<file path="src/rtl/size_explore_harness.sv">
// size_explore_harness: multi-lane serial-load arithmetic harness.
// Loads LANES operand pairs from two serial chains and runs MULT,
// ADDER or MAC on every lane through an IDLE/OP/DONE handshake.
// The packed result is read out one byte at a time.
// Optional macro SIZE_EXPLORE_SATURATE_EN: MAC accumulators clamp
// at all-ones on overflow instead of wrapping.
// Ports:
//   clk, reset       clock, synchronous active-high reset
//   enable           global advance; low holds every register
//   load, ser_a/b    shift strobe and serial bits for chains A/B
//   start, acc_clr   launch an operation; MAC restarts from zero
//   sel              result byte select
//   busy, done       operation in flight / completion flag
//   dout             selected result byte
module size_explore_harness #(
  parameter int    WIDTH     = 8,
  parameter int    LANES     = 2,
  parameter string COMPONENT = "MULT",
  parameter int    ACC_WIDTH = 20
) (
  input  logic       clk,
  input  logic       reset,
  input  logic       enable,
  input  logic       load,
  input  logic       ser_a,
  input  logic       ser_b,
  input  logic       start,
  input  logic       acc_clr,
  input  logic [3:0] sel,
  output logic       busy,
  output logic       done,
  output logic [7:0] dout
);

  localparam bit IS_MULT = (COMPONENT == "MULT");
  localparam bit IS_ADD  = (COMPONENT == "ADDER");
  localparam bit IS_MAC  = (COMPONENT == "MAC");

  localparam int N  = LANES * WIDTH;
  localparam int RW = IS_MULT ? 2 * WIDTH :
                      IS_ADD  ? WIDTH + 1 :
                      IS_MAC  ? ACC_WIDTH : 1;
  localparam int PW = LANES * RW;
  // Readout window is at least 16 bytes so every sel is in range;
  // bytes above the packed result read as zero.
  localparam int XW = (PW > 128) ? PW : 128;

  typedef enum logic [1:0] {
    IDLE = 2'd0,
    OP   = 2'd1,
    DONE = 2'd2
  } state_t;

  state_t state;
  state_t state_d;
  logic   cap;
  logic   upd;

  logic [N-1:0]  chain_a;
  logic [N-1:0]  chain_b;
  logic [N-1:0]  op_a;
  logic [N-1:0]  op_b;
  logic          acc_clr_q;
  logic [PW-1:0] res;
  logic [PW-1:0] res_d;
  logic [XW-1:0] p_ext;
  logic          unused_ok;

  always_comb begin
    state_d = state;
    cap     = 1'b0;
    upd     = 1'b0;
    unique case (state)
      IDLE: begin
        if (start) begin
          cap     = 1'b1;
          state_d = OP;
        end
      end
      OP: begin
        upd     = 1'b1;
        state_d = DONE;
      end
      DONE:    state_d = IDLE;
      default: state_d = IDLE;
    endcase
  end

  for (genvar k = 0; k < LANES; k++) begin : g_lane
    logic [RW-1:0] nxt;
    if (IS_MULT) begin : g_mult
      logic [WIDTH-1:0]   a;
      logic [WIDTH-1:0]   b;
      assign a   = op_a[k*WIDTH +: WIDTH];
      assign b   = op_b[k*WIDTH +: WIDTH];
      assign nxt = {{WIDTH{1'b0}}, a} * {{WIDTH{1'b0}}, b};
    end else if (IS_ADD) begin : g_add
      logic [WIDTH-1:0] a;
      logic [WIDTH-1:0] b;
      assign a   = op_a[k*WIDTH +: WIDTH];
      assign b   = op_b[k*WIDTH +: WIDTH];
      assign nxt = {1'b0, a} + {1'b0, b};
    end else if (IS_MAC) begin : g_mac
      logic [WIDTH-1:0]   a;
      logic [WIDTH-1:0]   b;
      logic [2*WIDTH-1:0] prod;
      logic [RW-1:0]      base;
      logic [RW:0]        sum;
      assign a    = op_a[k*WIDTH +: WIDTH];
      assign b    = op_b[k*WIDTH +: WIDTH];
      assign prod = {{WIDTH{1'b0}}, a} * {{WIDTH{1'b0}}, b};
      assign base = acc_clr_q ? '0 : res[k*RW +: RW];
      // One spare bit catches the unsigned carry out.
      assign sum  = {1'b0, base} + (RW+1)'(prod);
`ifdef SIZE_EXPLORE_SATURATE_EN
      assign nxt  = sum[RW] ? '1 : sum[RW-1:0];
`else
      assign nxt  = sum[RW-1:0];
`endif
    end else begin : g_none
      assign nxt = '0;
    end
    assign res_d[k*RW +: RW] = nxt;
  end

  always_ff @(posedge clk) begin
    if (reset) begin
      state     <= IDLE;
      chain_a   <= '0;
      chain_b   <= '0;
      op_a      <= '0;
      op_b      <= '0;
      acc_clr_q <= 1'b0;
      res       <= '0;
    end else if (enable) begin
      state <= state_d;
      if (load) begin
        chain_a <= {chain_a[N-2:0], ser_a};
        chain_b <= {chain_b[N-2:0], ser_b};
      end
      // Captures the pre-shift chains when load and start coincide.
      if (cap) begin
        op_a      <= chain_a;
        op_b      <= chain_b;
        acc_clr_q <= acc_clr;
      end
      if (upd) begin
        res <= res_d;
      end
    end
  end

  assign busy  = (state != IDLE);
  assign done  = (state == DONE);
  assign p_ext = XW'(res);
  assign dout  = p_ext[{sel, 3'b000} +: 8];

  // Some components do not read every operand register.
  assign unused_ok = ^{acc_clr_q, op_a, op_b, res};

endmodule

</file>
<file path="config.mk">
export PLATFORM = sky130hd
export DESIGN_NAME = size_explore_harness
export DESIGN_NICKNAME = d
export VERILOG_FILES = /design/src/rtl/size_explore_harness.sv
export SDC_FILE = /design/constraint.sdc
export NUM_CORES = 1
export LEC_CHECK = 0
export ABC_AREA = 0
export CAP_MARGIN = 40
export CORE_MARGIN = 4
export CORE_UTILIZATION = 45
export DETAILED_ROUTE_END_ITERATION = 8
export PLACE_DENSITY = 0.7
export RECOVER_POWER = 25
export SYNTH_ARGS = -nofsm -noshare
export SYNTH_HDL_FRONTEND = slang
export SYNTH_SLANG_ARGS = --single-unit
</file>
<file path="constraint.sdc">
create_clock -name clk -period 4.35 [get_ports clk]
set_clock_uncertainty 0.1 [all_clocks]
set_input_delay 0.87 -clock clk [delete_from_list [all_inputs] [get_ports clk]]
set_output_delay 0.87 -clock clk [all_outputs]
set_load 0.1 [all_outputs]
</file>
After elaboration in Yosys (flattened, before gate mapping) --
Index checks and enable logic that the tools add are counted.
Storage, ports and cells: flip-flop bits (word level) 98, logic and storage cells 23
Cells by class: multipliers 2, equality and inequality tests 3, reduce and logical (&&, ||, !) cells 6, muxes and demuxes 5, shifts and indexed selects 1
Operator list (count):
- $shiftx A128 B8 Y8 | 1
- $mul A8 B8 Y16 | 2
- $reduce_and A2 Y1 | 4
- $pmux W2 S2 | 1
- $mux W1 | 3
- $eq A2 B1 Y1 const B | 1
- $eq A2 B2 Y1 const B | 1
- $logic_not A2 Y1 | 1
- $mux W2 | 1
- $ne A2 B2 Y1 const B | 1
- $reduce_bool A2 Y1 | 1

Longest topological paths before layout --
depth after elaboration 3, depth in mapped cells 17, gate-level depth less buffers 16

Worst setup path after synthesis --
OpenSTA, ideal clock, no wires.
kind reg2reg, start register op_a[3], end register res[15], setup slack 0.148 ns, setup time 0.086 ns, required time 4.164 ns, cell stages (with the launch flop) 15, data arrival time 4.016 ns, cells stage by stage dfxtp_1 > and2_1 > fa_1 > fa_1 > inv_1 > fa_1 > fa_1 > inv_1 > ha_1 > o211ai_1 > a21oi_1 > a211oi_1 > o21ai_0 > xnor2_1 > a211oi_1
Between the ends: word-level cells in the longest chain between the ends 1
RTL lines:
- start: declaration | RTL line 61 | logic [N-1:0] op_a;
- start signal: assignment | RTL line 143 | op_a <= chain_a;
- $mul A8 B8 Y16 | RTL line 96 | assign nxt = {{WIDTH{1'b0}}, a} * {{WIDTH{1'b0}}, b};
- end signal: assignment | RTL line 148 | res <= res_d;
- end: declaration | RTL line 64 | logic [PW-1:0] res;
Every way passes these cells. A chain may end at the register's enable or synchronous reset.

Worst setup path after layout --
start register op_b[2], end register res[13]
Between the ends: word-level cells in the longest chain between the ends 1
RTL lines:
- start: declaration | RTL line 62 | logic [N-1:0] op_b;
- start signal: assignment | RTL line 144 | op_b <= chain_b;
- $mul A8 B8 Y16 | RTL line 96
Every way passes these cells.

==> flow_metrics.tcl <==
set metrics [dict create \
    cp_max_fo 8 \
    core_area_um2 16800 \
    synth_common_cells "nand2_1, and2_1, a21oi_1" \
    min_period_over_period 0.966 \
    yosysUniqueCellTypes 46 \
    cap_violations 0 \
    synth_seq_area_share 0.252 \
    setup_violations 0 \
    drt_iter0_markers 316 \
    routed_wl_um 16000 \
    rows 47 \
    yosys.area.top_type "dfxtp_1" \
    clock.fmax_mhz 238 \
    slew_headroom 0.0788 \
    ant_nets 0 \
    synth_area_leaders "dfxtp_1, fa_1, ha_1" \
    drtPass1Iterations 6 \
    grt_use_total 0.168 \
    hold_viol 0 \
    power_density_nw_per_um2 204 \
    netlist.area_leader.share 0.252 \
    cts_num_sinks 98 \
    die_area_um2 19500 \
    cp-start-kind "flip-flop" \
    path_clk_slew_ns 0.07 \
    gp_congestion 0.851 \
    worst_slack_ns 0.150 \
    drv_slew 0 \
    hold_buffers 0 \
    synth_warnings 0 \
    ys_seq_elements 98 \
    clk-insertion-delay-late_ns 0.35 \
    rsz0062_at_grt "yes" \
    peakVddDrop_uv 200 \
    synth-edff-count 0 \
    worstPathRequired_ns 4.47 \
    antenna_found_initial 0 \
    tritoncts "done" \
    htree_levels 3 \
    overflow 0 \
    drive_above_1_share 0.134 \
    crit_top_cell "fa_1" \
    initial_utilization 0.464 \
    synth.most_common_cell "nand2_1" \
    whs_ns 0.349 \
    final_util 0.537 \
    clock_path_buffers 2 \
    drc 0 \
    cts_buffers 9 \
    slowest_delay_ns 0.56 \
    numPortBuffers 20 \
    die_y_um 139 \
    synth_flop_cell "dfxtp_1" \
    hp-class "flip-flop to flip-flop" \
    post-route-min-period_ns 4.20 \
    vias_per_cell 5.04 \
    place_area_um2 8520 \
    final_net_count 1125 \
    syn_inst 918 \
    finalInstanceArea_um2 9010 \
    vias 6023 \
    worstSetupPathType "flip-flop to flip-flop" \
    path_cells "buf_4, and2_1, fa_1, fa_1, fa_1, inv_1, fa_1, inv_1, ha_4, o211ai_1, a21oi_1, a211oi_2, buf_4, o21ai_2, mux2i_1, o21ai_0" \
    post-place-ws_ns -0.108 \
    status "finished, final reports clean" \
    worstHoldStart "chain_b[15]" \
    tightest_slew_ns 1.38 \
    cp-startpoint "op_b[2]" \
    synthArstFlopShare 0 \
    p_leak_nw 4.06 \
    fill_cells 1534 \
    diodes 0 \
    syn_area_um2 7780 \
    arrival_ns 4.32 \
    regArea_um2 2000 \
    avgSynthCellArea_um2 8.48 \
    area_delta_synth_final_pct 15.7 \
    grt_max_degree 48 \
    cpMaxStageDelayCell "fa_1" \
    cp-end-kind "flip-flop" \
    clock-root-buffer "clkbuf_16" \
    syn_nets 1074 \
    die_w_um 139 \
    io_pins 22 \
    grt_pass1_vias 5870 \
    place_hpwl_um 12500 \
    avgRoutedWirePerCell_um 13.4 \
    grt_pass1_wl_um 27700 \
    multiInputGateArea_um2 5430 \
    r2r_start "op_b[2]" \
]
## cell usage in the layout (no fill, tap or decap), drive strengths merged, types with 5 or more instances in the layout
cell / count
a211oi: 12
a21o: 7
nand2: 189
nand2b: 5
a21oi: 100
and2: 107
nor2b: 13
ha: 72
inv: 102
xor2: 5
nand3: 10
xnor2: 8
o21ai: 18
clkdlybuf4s50: 11
fa: 72
dfxtp: 98
mux4: 8
buf: 62
clkbuf: 12
nor2: 20
## critical path, delay by kind of cell (launching register included)
family / cells / cell delay, ns
AOI/OAI and AO/OA: 5 / 0.55
adders and majority gates: 5 / 2.25
buffers and inverters: 4 / 0.41
DFF: 1 / 0.38
muxes: 1 / 0.21
and+or+nand+nor: 1 / 0.16
## kinds of logic after synthesis
group                    Yosys count  synth area share
AO/OA/AOI/OAI                    157             0.116
XOR/XNOR                          13            0.0146
adder cells (fa/ha/maj)          144             0.301
buffers and inverters            133            0.0646
flip-flops                        98             0.252
multiplexers                      10            0.0257
AND/OR/NAND/NOR                  363             0.225
## where the power goes
part | internal (mW) | switching [mW]
Sequential | 0.895 | 0.00456
Combinational | 0.0274 | 0.0611
Clock | 0.475 | 0.372
Total | 1.40 | 0.438
## metrics by stage
stage	TNS (ns)	power [mW]	cells
after floorplan	0	0.983	918
after detailed placement	-0.108	1.02	1174
after global routing	-0.0151	1.89	1194
after CTS	0	1.86	1190
after global placement	-0.0455	1.01	1170
final	0	1.84	1194
## path summary, 6_finish.rpt
check,endpoint,slack (ns),cells past startpoint
worst max-delay path,res[13],0.15,16
worst min-delay path,op_b[15],0.35,2
worst max register to register,res[13],0.15,16
worst min register to register,op_b[15],0.35,2
## registers in the layout, summed over array words and instances (netlist names)
register	flops
res	32
chain_a	16
chain_b	16
op_a	16
op_b	16
state	2
## routing by layer
metal,part of all wire,vias to the layer above,global-route usage
met2,0.46,76,0.274
li1,-,3076,-
met5,0,-,0
met3,0.028,14,0.0261
met4,0.0091,0,0.0350
met1,0.50,2857,0.240
## timing repair
action                     4_1_cts  5_1_grt
setup endpoints to repair        4       12
gates resized for setup          2       48
setup buffers                    0        5
pin swaps                        0       16
## cell type report
type | instances | share of cell area
Inverter | 98 | 0.0408
Sequential cell | 98 | 0.223
Tap cell | 220 | 0.0306
Multi-Input combinational cell | 687 | 0.602
Clock inverter | 6 | 0.00875
Clock buffer | 10 | 0.0265
Timing Repair Buffer | 75 | 0.0684
Power figures use the tool's default switching activity.
